## src/rtl/instr_fetch_unit.sv

```systemverilog
`default_nettype none
// ============================================================================
// Module      : instr_fetch_unit
// Description : PC owner and instruction-memory read initiator with a 2-entry
//               output buffer, valid/ready handshake and redirect flush.
// Revision    : 1.0 - initial release
// ============================================================================
module instr_fetch_unit #(
  parameter logic [31:0] RESET_PC = 32'h0000_0000,
  parameter int          DEPTH    = 2
) (
  input  logic        clk,
  input  logic        rst_n,
  input  logic        fetch_en,
  input  logic        redirect_valid,
  input  logic [31:0] redirect_pc,
  output logic [31:0] imem_addr,
  input  logic [31:0] imem_rdata,
  output logic        out_valid,
  input  logic        out_ready,
  output logic [31:0] out_instr,
  output logic [31:0] out_pc
);

  localparam logic [1:0] c_FULL = 2'(DEPTH);

  logic [31:0] r_pc;
  logic        r_inflight;
  logic [31:0] r_inflight_pc;

  logic [31:0] r_buf_pc    [DEPTH];
  logic [31:0] r_buf_instr [DEPTH];
  logic        r_wr_ptr;
  logic        r_rd_ptr;
  logic [1:0]  r_count;

  logic        w_nonempty;
  logic        w_pop;
  logic        w_push;
  logic        w_issue;
  logic [2:0]  w_occupancy;

  assign w_nonempty = (r_count != 2'd0);
  assign out_valid  = w_nonempty & ~redirect_valid;
  assign w_pop      = out_valid & out_ready;
  assign w_push     = r_inflight & ~redirect_valid;

  // Entries held after this edge if nothing new were issued; issuing is only
  // allowed when a slot is guaranteed for the returning word.
  assign w_occupancy = {1'b0, r_count} + {2'b00, r_inflight} - {2'b00, w_pop};
  assign w_issue     = fetch_en & ~redirect_valid & (w_occupancy < {1'b0, c_FULL});

  assign imem_addr = r_pc;
  assign out_pc    = w_nonempty ? r_buf_pc[r_rd_ptr]    : 32'h0000_0000;
  assign out_instr = w_nonempty ? r_buf_instr[r_rd_ptr] : 32'h0000_0000;

  always_ff @(posedge clk or negedge rst_n) begin
    if (!rst_n) begin
      r_pc          <= RESET_PC;
      r_inflight    <= 1'b0;
      r_inflight_pc <= 32'h0000_0000;
    end else if (redirect_valid) begin
      r_pc       <= redirect_pc;
      r_inflight <= 1'b0;
    end else begin
      r_inflight <= w_issue;
      if (w_issue) begin
        r_inflight_pc <= r_pc;
        r_pc          <= r_pc + 32'd1;
      end
    end
  end

  // Payload storage needs no reset: it is only observed through r_count.
  always_ff @(posedge clk) begin
    if (w_push) begin
      r_buf_pc[r_wr_ptr]    <= r_inflight_pc;
      r_buf_instr[r_wr_ptr] <= imem_rdata;
    end
  end

  always_ff @(posedge clk or negedge rst_n) begin
    if (!rst_n) begin
      r_wr_ptr <= 1'b0;
      r_rd_ptr <= 1'b0;
      r_count  <= 2'd0;
    end else if (redirect_valid) begin
      r_wr_ptr <= 1'b0;
      r_rd_ptr <= 1'b0;
      r_count  <= 2'd0;
    end else begin
      if (w_push) begin
        r_wr_ptr <= ~r_wr_ptr;
      end
      if (w_pop) begin
        r_rd_ptr <= ~r_rd_ptr;
      end
      case ({w_push, w_pop})
        2'b10:   r_count <= r_count + 2'd1;
        2'b01:   r_count <= r_count - 2'd1;
        default: r_count <= r_count;
      endcase
    end
  end

  a_no_overflow : assert property (
    @(posedge clk) disable iff (!rst_n) !(w_push && (r_count == c_FULL))
  );

endmodule
`default_nettype wire

```

## config.mk

```make
export PLATFORM = sky130hd
export DESIGN_NAME = instr_fetch_unit
export DESIGN_NICKNAME = d
export VERILOG_FILES = /design/src/rtl/instr_fetch_unit.sv
export SDC_FILE = /design/constraint.sdc
export NUM_CORES = 1
export LEC_CHECK = 0
export ABC_AREA = 0
export CAP_MARGIN = 30
export CORE_MARGIN = 5
export CORE_UTILIZATION = 55
export DETAILED_ROUTE_END_ITERATION = 12
export PLACE_DENSITY = 0.87
export REMOVE_ABC_BUFFERS = 1
export SETUP_SLACK_MARGIN = 0.1
export SYNTH_ARGS = -nofsm -noshare
export SYNTH_HDL_FRONTEND = slang
export SYNTH_SLANG_ARGS = --single-unit
```

## constraint.sdc

```tcl
create_clock -name clk -period 14.8 [get_ports clk]
set_clock_uncertainty 0.1 [all_clocks]
set_input_delay 4.44 -clock clk [delete_from_list [all_inputs] [get_ports clk]]
set_output_delay 4.44 -clock clk [all_outputs]
set_load 0.02 [all_outputs]
```

==> impl_metrics.py <==
metrics = {
    "run_status": {
        "status": "complete, no violations",
    },
    "clocking": {
        "cts_buffers": 17,
        "clk_transition_reported_paths_ns": 0.06,
        "clock_sinks": 197,
        "cts_resized": 0,
        "htreeDepth": 4,
        "cts_root_buf": "clkbuf_16",
        "ctsHoldBuffers": 0,
        "cts_tree": "yes",
        "postCtsSetupRepairBufs": 0,
        "clockBufferDepth": 2,
        "clk_latency_ns": 0.43,
    },
    "floorplanning": {
        "io_pins": 166,
        "rows": 44,
        "initial_core_util": 0.564,
        "die_x_um": 132,
        "die_h_um": 132,
        "fp.coreArea_sq_um": 14600,
        "dieArea_sq_um": 17500,
    },
    "sta": {
        "post-route-period-util": 0.711,
        "slew_violations": 0,
        "max_freq_mhz": 95.1,
        "hold_viol_final": 0,
        "tightest_slew_ns": 0.949,
        "setup_violations": 0,
        "tns_ns": 0,
        "max_slew_margin": 0.367,
        "min_period_ns": 10.52,
        "rsz0062_at_grt": "false",
        "hold_ws_ns": 0.375,
    },
    "cells_and_area": {
        "area_delta_synth_final_pct": 29.0,
        "fillers": 980,
        "drive_gt1_frac": 0.0599,
        "register_area_sq_um": 5570,
        "multi_input_area_sq_um": 2470,
        "fin_nets": 876,
        "antenna_cells": 0,
    },
    "power": {
        "power.density_nw_per_um2": 121,
        "p_leak_uw": 0.00388,
        "max-vdd-ir-drop_mv": 0.0819,
        "finalPower_uw": 1290,
    },
    "worst_setup_path": {
        "crit_chain": "clkdlybuf4s50_1 > buf_4 > nor2_1 > clkdlybuf4s50_1",
        "reg2reg_slack_ns": 11.35,
        "crit_family": "buffers and inverters",
        "path_depth": 4,
        "rr_endpoint": "imem_addr[27]$_DFFE_PN0P_",
        "required_ns": 10.26,
        "cp_slowest_cell": "clkdlybuf4s50_1",
        "critPathCaptureType": "output pin",
        "cp_num_buf_inv": 3,
        "startpoint": "redirect_valid",
        "rr_startpoint": "r_count[1]$_DFFE_PN0P_",
        "worstPathMaxFanout": 42,
        "cpMostUsedCell": "clkdlybuf4s50_1",
        "r2r_cells": 10,
        "max_stage_delay_ns": 0.57,
        "critPathArrivalTime_ns": 5.98,
        "worstSetupPathType": "in2out",
        "start_kind": "primary input",
    },
    "synthesis": {
        "synth-seq-cells": 197,
        "yosys.cell_types.count": 53,
        "seq_area_frac_synth": 0.677,
        "synth_edf_count": 128,
        "synth.most_common_cell": "nand2_1",
        "yosysTopAreaCellShare": 0.467,
        "synthArstFlopShare": 0.350,
        "netlist_instances": 650,
        "synth_top_area_cell": "edfxtp_1",
        "synth_ff_type": "edfxtp_1",
        "yosys_warnings": 0,
        "synth.avg_cell_area_sq_um": 12.7,
        "syn_area_sq_um": 8230,
        "ys_top_cells_by_count": "nand2_1, edfxtp_1, nor2_1",
        "synthTopCellsByArea": "edfxtp_1, dfrtp_1, mux2i_1, nand2_1, nor2_1",
    },
    "route": {
        "ant_nets": 0,
        "wire_per_inst_um": 18.9,
        "drt_iter0_markers": 653,
        "drt_pass1_iterations": 5,
        "viasPerCell": 5.73,
        "vias": 5741,
        "drc": 0,
        "wirelength_mm": 18.9,
    },
    "place": {
        "gp_congestion": 0.797,
        "dp_hpwl_mm": 12.0,
        "portBuffers": 165,
    },
    "grt": {
        "antenna_found_initial": 0,
        "grt_max_degree": 70,
        "grt-ovfl-total": 0,
        "grt_pass1_wl_mm": 30.5,
        "grt_pass1_vias": 5866,
        "grt.total_usage": 0.217,
    },
    "hold_path": {
        "holdPathStages": 0,
        "hold_path_class": "reg2reg",
        "min_from": "r_inflight_pc[14]$_DFFE_PN0P_",
        "hold_path_end": "r_buf_pc[0][14]$_DFFE_PP_",
    },
    "job": {
        "drv_cap": 0,
    },
}
## layout by cell type, fill, tap and decap left out, types with 6 or more instances in the layout
cell / count
a21oi_1: 6
clkbuf_16: 19
clkdlybuf4s50_1: 164
clkinv_2: 6
dfrtp_1: 68
edfxtp_1: 128
mux2i_1: 66
nand2_1: 131
nand3_1: 20
nor2_1: 75
o211ai_1: 16
o21ai_0: 18
o311ai_0: 13
## worst register-to-register path, cell delays in order, from the launching register on
cell,delay [ns]
dfrtp_1,0.53
nor2b_1,0.22
and3_1,0.22
o21ai_0,0.13
fa_1,0.55
nand3b_4,0.09
or2_2,0.39
clkinv_4,0.33
nand3_2,0.29
o211ai_1,0.28
o311ai_0,0.18
## how the worst max path moves through the flow
stage,to,slack (ns)
floorplan,r_buf_instr[0][0]$_DFFE_PP_,4.98
global placement,out_valid,4.31
detailed placement,out_valid,4.30
CTS,out_valid,4.28
global route,out_valid,4.21
finish,out_valid,4.28
## registers in the layout (all words and copies together), names as in the netlist
signal         flops
r_inflight         1
r_buf_instr       64
r_count            2
imem_addr         32
r_inflight_pc     32
r_buf_pc          64
r_rd_ptr           1
r_wr_ptr           1
## kinds of logic after synthesis
| group | after synthesis | share of synthesized area |
|---|---|---|
| AND/OR/NAND/NOR | 269 | 0.147 |
| AO/OA/AOI/OAI | 71 | 0.0601 |
| adder cells (fa/ha/maj) | 2 | 0.00395 |
| multiplexers | 66 | 0.0803 |
| buffers and inverters | 39 | 0.0246 |
| flip-flops | 197 | 0.677 |
| XOR/XNOR | 6 | 0.00639 |
## routing by layer
metal  share of wire  routed length, um  vias to the layer above  track usage
li1                -                  -                     2670            -
met1            0.41               7820                     2775        0.280
met2            0.50               9520                      262        0.365
met3           0.064               1210                       34       0.0466
met4           0.020                374                        0       0.0769
met5               0                  0                        -            0
## power by group
| group | internal, uW | switching, uW |
|---|---|---|
| Sequential | 632 | 34.8 |
| Clock | 267 | 189 |
| Combinational | 75.1 | 87.6 |
| Total | 974 | 312 |
## cell type report
type | count | share of cell area
clock inverter | 9 | 0.00920
timing repair buffer | 171 | 0.163
inverter | 4 | 0.00189
tap | 184 | 0.0217
sequential | 197 | 0.525
clock buffer | 23 | 0.0462
multi-input combinational | 414 | 0.233
## stage by stage
step	util	worst slack, ns	std cells	area, sq um
2_1_floorplan	-	4.98	615	8040
3_3_place_gp	0.684	4.31	968	9970
3_5_place_dp	0.686	4.30	969	10000
4_1_cts	0.726	4.28	1001	10600
5_1_grt	0.727	4.21	1002	10600
6_report	0.727	4.28	1002	10600
Note: power is estimated with default switching activity, not from simulation.
